--- config.mk ---
export PLATFORM = sky130hd
export DESIGN_NAME = laser_pulse_timer
export DESIGN_NICKNAME = d
export VERILOG_FILES = /design/src/rtl/laser_pkg.sv /design/src/rtl/laser_down_cnt.sv /design/src/rtl/laser_pulse_timer.sv
export SDC_FILE = /design/constraint.sdc
export NUM_CORES = 1
export LEC_CHECK = 0
export ABC_AREA = 1
export CORE_MARGIN = 10
export CORE_UTILIZATION = 35
export CTS_CLUSTER_SIZE = 10
export DETAILED_ROUTE_END_ITERATION = 8
export GPL_TIMING_DRIVEN = 1
export SLEW_MARGIN = 20
export SYNTH_ARGS = -nofsm -noshare
export SYNTH_HDL_FRONTEND = slang
export SYNTH_SLANG_ARGS = --single-unit
--- constraint.sdc ---
create_clock -name Clk -period 1.4 [get_ports Clk]
set_clock_uncertainty 0.05 [all_clocks]
set_input_delay 0.21 -clock Clk [delete_from_list [all_inputs] [get_ports Clk]]
set_output_delay 0.21 -clock Clk [all_outputs]
set_load 0.05 [all_outputs]
--- src/rtl/laser_pkg.sv ---
`default_nettype none
// ============================================================================
// Module   : laser_pkg
// Purpose  : Shared types and default constants for the laser pulse timer.
//            - laser_state_t : controller state encoding (IDLE/ON/COOL)
//            - LASER_DEF_ON  : default pulse length when Dur == 0
//            - LASER_COOLDOWN: default dead time after each pulse
// Revision : 1.0 - initial release
// ============================================================================
package laser_pkg;

   typedef enum logic [1:0] {
      IDLE = 2'd0,
      ON   = 2'd1,
      COOL = 2'd2
   } laser_state_t;

   localparam int LASER_DEF_ON   = 16;
   localparam int LASER_COOLDOWN = 4;

endpackage : laser_pkg
`default_nettype wire

--- src/rtl/laser_down_cnt.sv ---
`default_nettype none
// ============================================================================
// Module   : laser_down_cnt
// Purpose  : Loadable CNT_W-bit down-counter shared by the ON and COOL phases.
//            Load has priority over enable; the counter holds at zero rather
//            than wrapping.
// Ports    : Clk      - system clock, rising edge
//            Rst      - synchronous active-high reset, clears the count
//            load     - load load_val this edge
//            load_val - value to load
//            en       - decrement this edge
//            zero     - count is zero (combinational from the register)
// Revision : 1.0 - initial release
// ============================================================================
module laser_down_cnt #(
   parameter int CNT_W = 8
) (
   input  logic             Clk,
   input  logic             Rst,
   input  logic             load,
   input  logic [CNT_W-1:0] load_val,
   input  logic             en,
   output logic             zero
);

   localparam logic [CNT_W-1:0] ONE = CNT_W'(1);

   logic [CNT_W-1:0] count;

   always_ff @(posedge Clk) begin
      if (Rst) begin
         count <= '0;
      end else if (load) begin
         count <= load_val;
      end else if (en && (count != '0)) begin
         count <= count - ONE;
      end
   end

   assign zero = (count == '0);

endmodule : laser_down_cnt
`default_nettype wire

--- src/rtl/laser_pulse_timer.sv ---
`default_nettype none
// ============================================================================
// Module   : laser_pulse_timer
// Purpose  : Single-shot laser pulse generator. One armed button press fires
//            one pulse of N cycles (N = Dur, or DEF_ON when Dur == 0),
//            followed by COOLDOWN dead cycles.
// Ports    : Clk     - system clock, rising edge
//            Rst     - synchronous active-high reset
//            B       - start button (level, synchronised)
//            Dur     - requested on-time, sampled at the start edge only
//            Abort   - cut the pulse short (LASER_ABORT_EN builds only)
//            X       - laser enable, registered
//            Busy    - state is not IDLE, registered
//            Done    - one-cycle pulse when the laser turns off
//            Aborted - one-cycle pulse with Done on early end
//                      (LASER_ABORT_EN builds only)
// Config   : define LASER_ABORT_EN to add the Abort/Aborted feature.
// Revision : 1.0 - initial release
// ============================================================================
module laser_pulse_timer
   import laser_pkg::*;
#(
   parameter int CNT_W    = 8,
   parameter int DEF_ON   = LASER_DEF_ON,
   parameter int COOLDOWN = LASER_COOLDOWN
) (
   input  logic             Clk,
   input  logic             Rst,
   input  logic             B,
   input  logic [CNT_W-1:0] Dur,
`ifdef LASER_ABORT_EN
   input  logic             Abort,
   output logic             Aborted,
`endif
   output logic             X,
   output logic             Busy,
   output logic             Done
);

   // The counter holds (length - 1) so terminal count is reached on the
   // last high cycle and the value always fits in CNT_W bits.
   localparam logic [CNT_W-1:0] ONE       = CNT_W'(1);
   localparam logic [CNT_W-1:0] DEF_LOAD  = CNT_W'(DEF_ON - 1);
   localparam logic [CNT_W-1:0] COOL_LOAD = CNT_W'((COOLDOWN == 0) ? 0 : COOLDOWN - 1);
   localparam bit               HAS_COOL  = (COOLDOWN != 0);

   laser_state_t     state, state_nxt;
   logic             armed, arm_nxt;
   logic             x_nxt, done_nxt, end_pulse;
   logic             cnt_load, cnt_en, cnt_zero;
   logic [CNT_W-1:0] cnt_val;
`ifdef LASER_ABORT_EN
   logic             aborted_nxt;
`endif

   laser_down_cnt #(.CNT_W(CNT_W)) u_cnt (
      .Clk      (Clk),
      .Rst      (Rst),
      .load     (cnt_load),
      .load_val (cnt_val),
      .en       (cnt_en),
      .zero     (cnt_zero)
   );

   always_ff @(posedge Clk) begin
      if (Rst) begin
         state   <= IDLE;
         armed   <= 1'b0;
         X       <= 1'b0;
         Busy    <= 1'b0;
         Done    <= 1'b0;
`ifdef LASER_ABORT_EN
         Aborted <= 1'b0;
`endif
      end else begin
         state   <= state_nxt;
         armed   <= arm_nxt;
         X       <= x_nxt;
         Busy    <= (state_nxt != IDLE);
         Done    <= done_nxt;
`ifdef LASER_ABORT_EN
         Aborted <= aborted_nxt;
`endif
      end
   end

   always_comb begin
      state_nxt = state;
      arm_nxt   = armed;
      x_nxt     = 1'b0;
      done_nxt  = 1'b0;
      end_pulse = 1'b0;
      cnt_load  = 1'b0;
      cnt_val   = '0;
      cnt_en    = 1'b0;
`ifdef LASER_ABORT_EN
      aborted_nxt = 1'b0;
`endif

      case (state)
         IDLE: begin
            if (B && armed) begin
               state_nxt = ON;
               x_nxt     = 1'b1;
               arm_nxt   = 1'b0;
               cnt_load  = 1'b1;
               cnt_val   = (Dur == '0) ? DEF_LOAD : (Dur - ONE);
            end
         end
         ON: begin
            // Terminal count wins over Abort: a simultaneous abort is a
            // normal completion.
            if (cnt_zero) begin
               end_pulse = 1'b1;
`ifdef LASER_ABORT_EN
            end else if (Abort) begin
               end_pulse   = 1'b1;
               aborted_nxt = 1'b1;
`endif
            end else begin
               x_nxt  = 1'b1;
               cnt_en = 1'b1;
            end
            if (end_pulse) begin
               done_nxt = 1'b1;
               if (HAS_COOL) begin
                  state_nxt = COOL;
                  cnt_load  = 1'b1;
                  cnt_val   = COOL_LOAD;
               end else begin
                  state_nxt = IDLE;
               end
            end
         end
         COOL: begin
            if (cnt_zero) begin
               state_nxt = IDLE;
            end else begin
               cnt_en = 1'b1;
            end
         end
         default: begin
            state_nxt = IDLE;
            x_nxt     = 1'b0;
         end
      endcase

      // A released button arms on any edge that leaves the block in IDLE,
      // including the edge that returns to IDLE, so a press on the first
      // IDLE edge starts the next shot.
      if (!B && (state_nxt == IDLE)) begin
         arm_nxt = 1'b1;
      end
   end

endmodule : laser_pulse_timer
`default_nettype wire

Word-level counts from Yosys, hierarchy flattened
Cells that the tools add are included.

storage, ports and cells
  flip-flop bits (word level) = 14
  logic and storage cells = 48
  output and inout bits = 3
  input bits = 11

operators by class
  muxes and demuxes = 21
  reductions and logical operators = 16
  $add $sub $neg = 2
  bitwise logic cells = 1
  equal/unequal tests = 2

operator list
  operator               number
  $mux W8                4
  $logic_not A8 Y1       2
  $pmux W8 S2            1
  $sub A8 B1 Y8 const B  2
  $mux W1                9
  $mux W2                4
  $reduce_bool A2 Y1     4
  $reduce_bool A8 Y1     1
  $pmux W2 S3            1
  $logic_not A2 Y1       2
  $pmux W1 S2            2
  $reduce_or A2 Y1       2
  $logic_and A1 B1 Y1    3
  $eq A2 B1 Y1 const B   1
  $eq A2 B2 Y1 const B   1
  $reduce_and A2 Y1      1
  $logic_not A1 Y1       1
  $not A1 Y1             1

Depth between registers and ports, before layout
  word-level depth = 9
  gate-level depth with buffers = 11
  mapped depth without buffers = 10

Cells and area by module
A second synthesis with hierarchy kept.

second synthesis, totals
  cells, all modules = 187
  area, all modules = 1152.4 um2

by module, submodules not included
  module             times used  seq. area each (um2)  area each (um2)  cells each
  laser_down_cnt     1           160.2                 600.6            104
  laser_pulse_timer  1           120.1                 551.8            83

Least setup slack after synthesis
Ideal clock, no wire load.

  path type = reg2reg
  start = register state[1]
  end = register u_cnt.count[0]
  clock period less this slack = 1473 ps
  buffers on the path = 1
  setup slack = -73 ps
  stages on the path, launching flop included = 8
  arrival time = 1305 ps
  setup time = 118 ps
  data required time = 1232 ps
  path through = dfxtp_1 -> inv_1 -> ha_1 -> nand3_1 -> buf_2 -> nand2_1 -> nor3_1 -> nor2_1

on the way
  longest elaborated chain between the ends = 5
  elaborated cells between the ends (all ways) = 10
  classes of those cells = eq/ne: 2; mux: 4; reduce/logical: 4

RTL lines
  item                                                 RTL line                  RTL
  start, declared                                      laser_pulse_timer.sv:47   laser_state_t state, state_nxt;
  start signal, assigned                               laser_pulse_timer.sv:76   state <= state_nxt;
  $eq A2 B2 Y1 / $eq A2 B1 Y1 (equally long branches)  laser_pulse_timer.sv:100  case (state)
  $reduce_or A2 Y1 (no line)                           n/a
  $mux W1                                              n/a
  $logic_and A1 B1 Y1                                  laser_down_cnt.sv:35      end else if (en && (count != '0)) begin
  $reduce_bool A2 Y1 (no line)                         n/a
  end signal, assigned                                 laser_down_cnt.sv:34      count <= load_val;
  end signal, assigned                                 laser_down_cnt.sv:36      count <= count - ONE;
  end, declared                                        laser_down_cnt.sv:28      logic [CNT_W-1:0] count;

Several ways; a longest one is shown, not always the timed one.
A chain may end at the register's enable or synchronous reset.

Final worst setup path
  start = register state[0]
  end = register armed

on the way
  longest elaborated chain between the ends = 6
  elaborated cells between the ends (all ways) = 13
  classes of those cells = eq/ne: 2; mux: 5; reduce/logical: 6

RTL lines
  item                                        RTL line                  RTL
  $eq A2 B2 Y1, or another cell as far along  laser_pulse_timer.sv:100
  $pmux W2 S3                                 laser_pulse_timer.sv:100
  $logic_not A2 Y1                            laser_pulse_timer.sv:151  if (!B && (state_nxt == IDLE)) begin
  $logic_and A1 B1 Y1                         laser_pulse_timer.sv:151
  $reduce_bool A2 Y1 (no line)                n/a
  $reduce_and A2 Y1 (no line)                 n/a
  end signal, assigned                        laser_pulse_timer.sv:77   armed <= arm_nxt;
  end, declared                               laser_pulse_timer.sv:48   logic armed, arm_nxt;

Several ways; a longest one is shown, not always the timed one.

==> flow_summary.yaml <==
cts:
  cts_tree: "done"
  root_buffer: "clkbuf_4"
  clk_pin_slew_ps: 90
  clkSinkCount: 14
  clkLatencyLatePin_ps: 300
  htreeDepth: 1
  clockBufferDepth: 2
  cts_made_buffers: 3
critical_path:
  crit_type: "flop to flop"
  r2r-start: "state[0]$_SDFF_PP0_"
  r2r_slack_ps: -3
  path_max_fanout: 4
  worst_r2r_endpoint: "armed$_SDFFE_PP0P_"
  required_ps: 1590
  cp-end-kind: "flop"
  cp-start-kind: "flop"
  cp.arrival_ps: 1590
  rr_worst_depth: 8
yosys:
  synth-seq-cells: 14
  postSynthAreaPerCell_sq_um: 6.68
  synth_area_sq_mm: 0.00104
  syn-num-nets: 174
  ys_seq_area_share_pct: 26.9
  yosysWarnings: 0
  synth_cell_type_count: 23
  syn_inst: 156
final_layout:
  final-instance-count-excl-fill: 236
  nets: 224
  syn_to_final_growth_pct: 63.4
  drive_gt1_share_pct: 42.9
  final_cell_mix: "buf_4, nand2_1, nor2_1"
  layout.cells.most_common: "buf_4"
  diodes: 0
sta:
  hold_violations: 0
  setup_viol: 1
  max_freq_ghz: 0.713
  period_needed_ps: 1400
  worst_slack_ps: -3.19
  tightest_slew_ps: 306
  grt_setup_unrepaired: "true"
  maxSlewViolCount: 0
  finalCritPeriodShare_pct: 100
  slew_headroom_pct: 79.6
outcome:
  status: "complete, but fails checks"
  violations: "setup timing"
job:
  maxCapViolCount: 0
global_routing:
  gr-total-overflow: 0
  grt_first_pass_wirelength_um: 4970
  grt_use_total_pct: 11.4
  grt_pass1_vias: 1216
  grt_max_degree: 9
  antenna_found_initial: 0
hold_path:
  hold_class: "flop to flop"
  hold_path_end: "armed$_SDFFE_PP0P_"
  worstHoldStart: "armed$_SDFFE_PP0P_"
  holdPathStages: 2
floorplanning:
  die_w_um: 74.6
  initial_core_util_pct: 37.2
  fp.dieH_um: 74.6
  std_cell_rows: 19
  ios: 14
  fp.dieArea_sq_mm: 0.00556
  core-area_sq_mm: 0.00281
power_and_ir_drop:
  powerDensity_mw_per_mm2: 2160
  power.leakage_nw: 0.773
  vdd_drop_max_uv: 872
routing:
  via_per_inst: 5.06
  drtIter0Drc: 40
  via_count: 1193
  wl_per_cell_um: 13.4
  ant_nets: 0
  routed_wl_um: 3170
  drtPass1Iterations: 4
  post-route-drc-count: 0
placed_design:
  placed_cells: 227
  numPortBuffers: 13
  place_ws_ps: -369
  gp_congestion: 0.807
  dpl.hpwl_um: 2240
-- critical path: stages (launching register included) --
cell	delay [ps]
dfxtp_2	340
buf_4	130
ha_2	220
nor2_2	100
o21bai_4	130
nand2_2	80
a21oi_2	140
nand2_1	60
a21oi_1	110
-- registers in the layout, indices dropped and copies added (netlist names) --
name / count
X: 1
u_cnt.count: 8
armed: 1
Busy: 1
state: 2
Done: 1
-- logic make-up after synthesis --
family,Yosys count,share of synthesized area (%)
flops,14,26.9
compound gates,29,16.1
buf+inv,22,8.76
fa+ha+maj,7,8.40
simple gates,79,35.7
xor+xnor,5,4.20
-- per-layer routing --
metal	vias to the layer above	track usage, %	part of all wire [%]	routed length [um]
met2	22	21.9	55	1750
met3	5	1.33	3.2	103
li1	616	-	-	-
met5	-	0	0	0
met1	550	11.6	39	1240
met4	0	6.30	2.3	74
-- timing repair --
| item | in CTS | in global routing |
|---|---|---|
| gates resized for setup | 26 | 27 |
| hold buffers | 0 | 0 |
| endpoints found under the setup margin | 10 | 12 |
| cloned | 2 | 0 |
| pin swaps | 8 | 8 |
| setup buffers | 3 | 0 |
-- layout make-up --
class                      count  area [sq um]
inverter                      20          77.6
tap                           31          38.8
timing repair buffer          46           424
sequential                    14           285
multi-input combinational    121           841
clock buffer                   4          36.3
fill                         251          1100
-- cell usage after synthesis --
| cell type | n | area [sq um] |
|---|---|---|
| nor2_1 | 26 | 97.6 |
| xor2_1 | 4 | 35.0 |
| buf_2 | 1 | 5.00 |
| ha_1 | 7 | 87.6 |
| a21oi_1 | 8 | 40.0 |
| nand2_2 | 3 | 18.8 |
| nand3_1 | 17 | 85.1 |
| xnor2_1 | 1 | 8.76 |
| o21ai_0 | 8 | 40.0 |
| o21ai_1 | 3 | 15.0 |
| o21bai_1 | 1 | 7.51 |
| nand2_1 | 23 | 86.3 |
| nor3_1 | 2 | 10.0 |
| inv_1 | 20 | 75.1 |
| a31oi_1 | 5 | 31.3 |
| dfxtp_1 | 14 | 280 |
| nand3_2 | 1 | 10.0 |
| o21ai_2 | 3 | 26.3 |
| nor2_4 | 2 | 22.5 |
| o31ai_1 | 1 | 7.51 |
| nand4_1 | 3 | 18.8 |
| nand2_4 | 2 | 22.5 |
| buf_6 | 1 | 11.3 |
-- per-stage QoR --
| step | util [%] | hold slack [ps] | total power (W) | setup TNS [ps] | instance area [sq um] |
|---|---|---|---|---|---|
| 5_1_grt | 60.7 | 496 | 0.00400 | -868 | 1700 |
| 2_1_floorplan | - | 229 | 0.00214 | -22.9 | 1060 |
| 6_report | 60.7 | 474 | 0.00367 | -3.19 | 1700 |
| 3_5_place_dp | 51.9 | 423 | 0.00282 | -2460 | 1460 |
| 4_1_cts | 57.0 | 446 | 0.00336 | -27.5 | 1600 |
| 3_3_place_gp | 51.9 | 421 | 0.00278 | -1980 | 1460 |
-- worst max-delay path by stage --
stage	depth (start not counted)	to	slack [ps]	startpoint
floorplan	7	u_cnt.count[0]$_SDFFE_PP0P_	-20	state[1]$_SDFF_PP0_
global placement	10	u_cnt.count[7]$_SDFFE_PP0P_	-310	Dur[0]
detailed placement	10	u_cnt.count[7]$_SDFFE_PP0P_	-370	Dur[0]
CTS	10	u_cnt.count[0]$_SDFFE_PP0P_	-10	u_cnt.count[0]$_SDFFE_PP0P_
global route	8	u_cnt.count[7]$_SDFFE_PP0P_	-100	u_cnt.count[3]$_SDFFE_PP0P_
finish	8	armed$_SDFFE_PP0P_	-3	state[0]$_SDFF_PP0_
-- power by group --
part           total (W)  switching (W)  leakage, nW  internal, W
clock network   0.000307       0.000148       0.0210     0.000159
registers       0.000689       0.000132        0.117     0.000558
logic            0.00268        0.00147        0.635      0.00120
total            0.00367        0.00175        0.773      0.00192
Note: power is estimated with default switching activity, not from simulation.
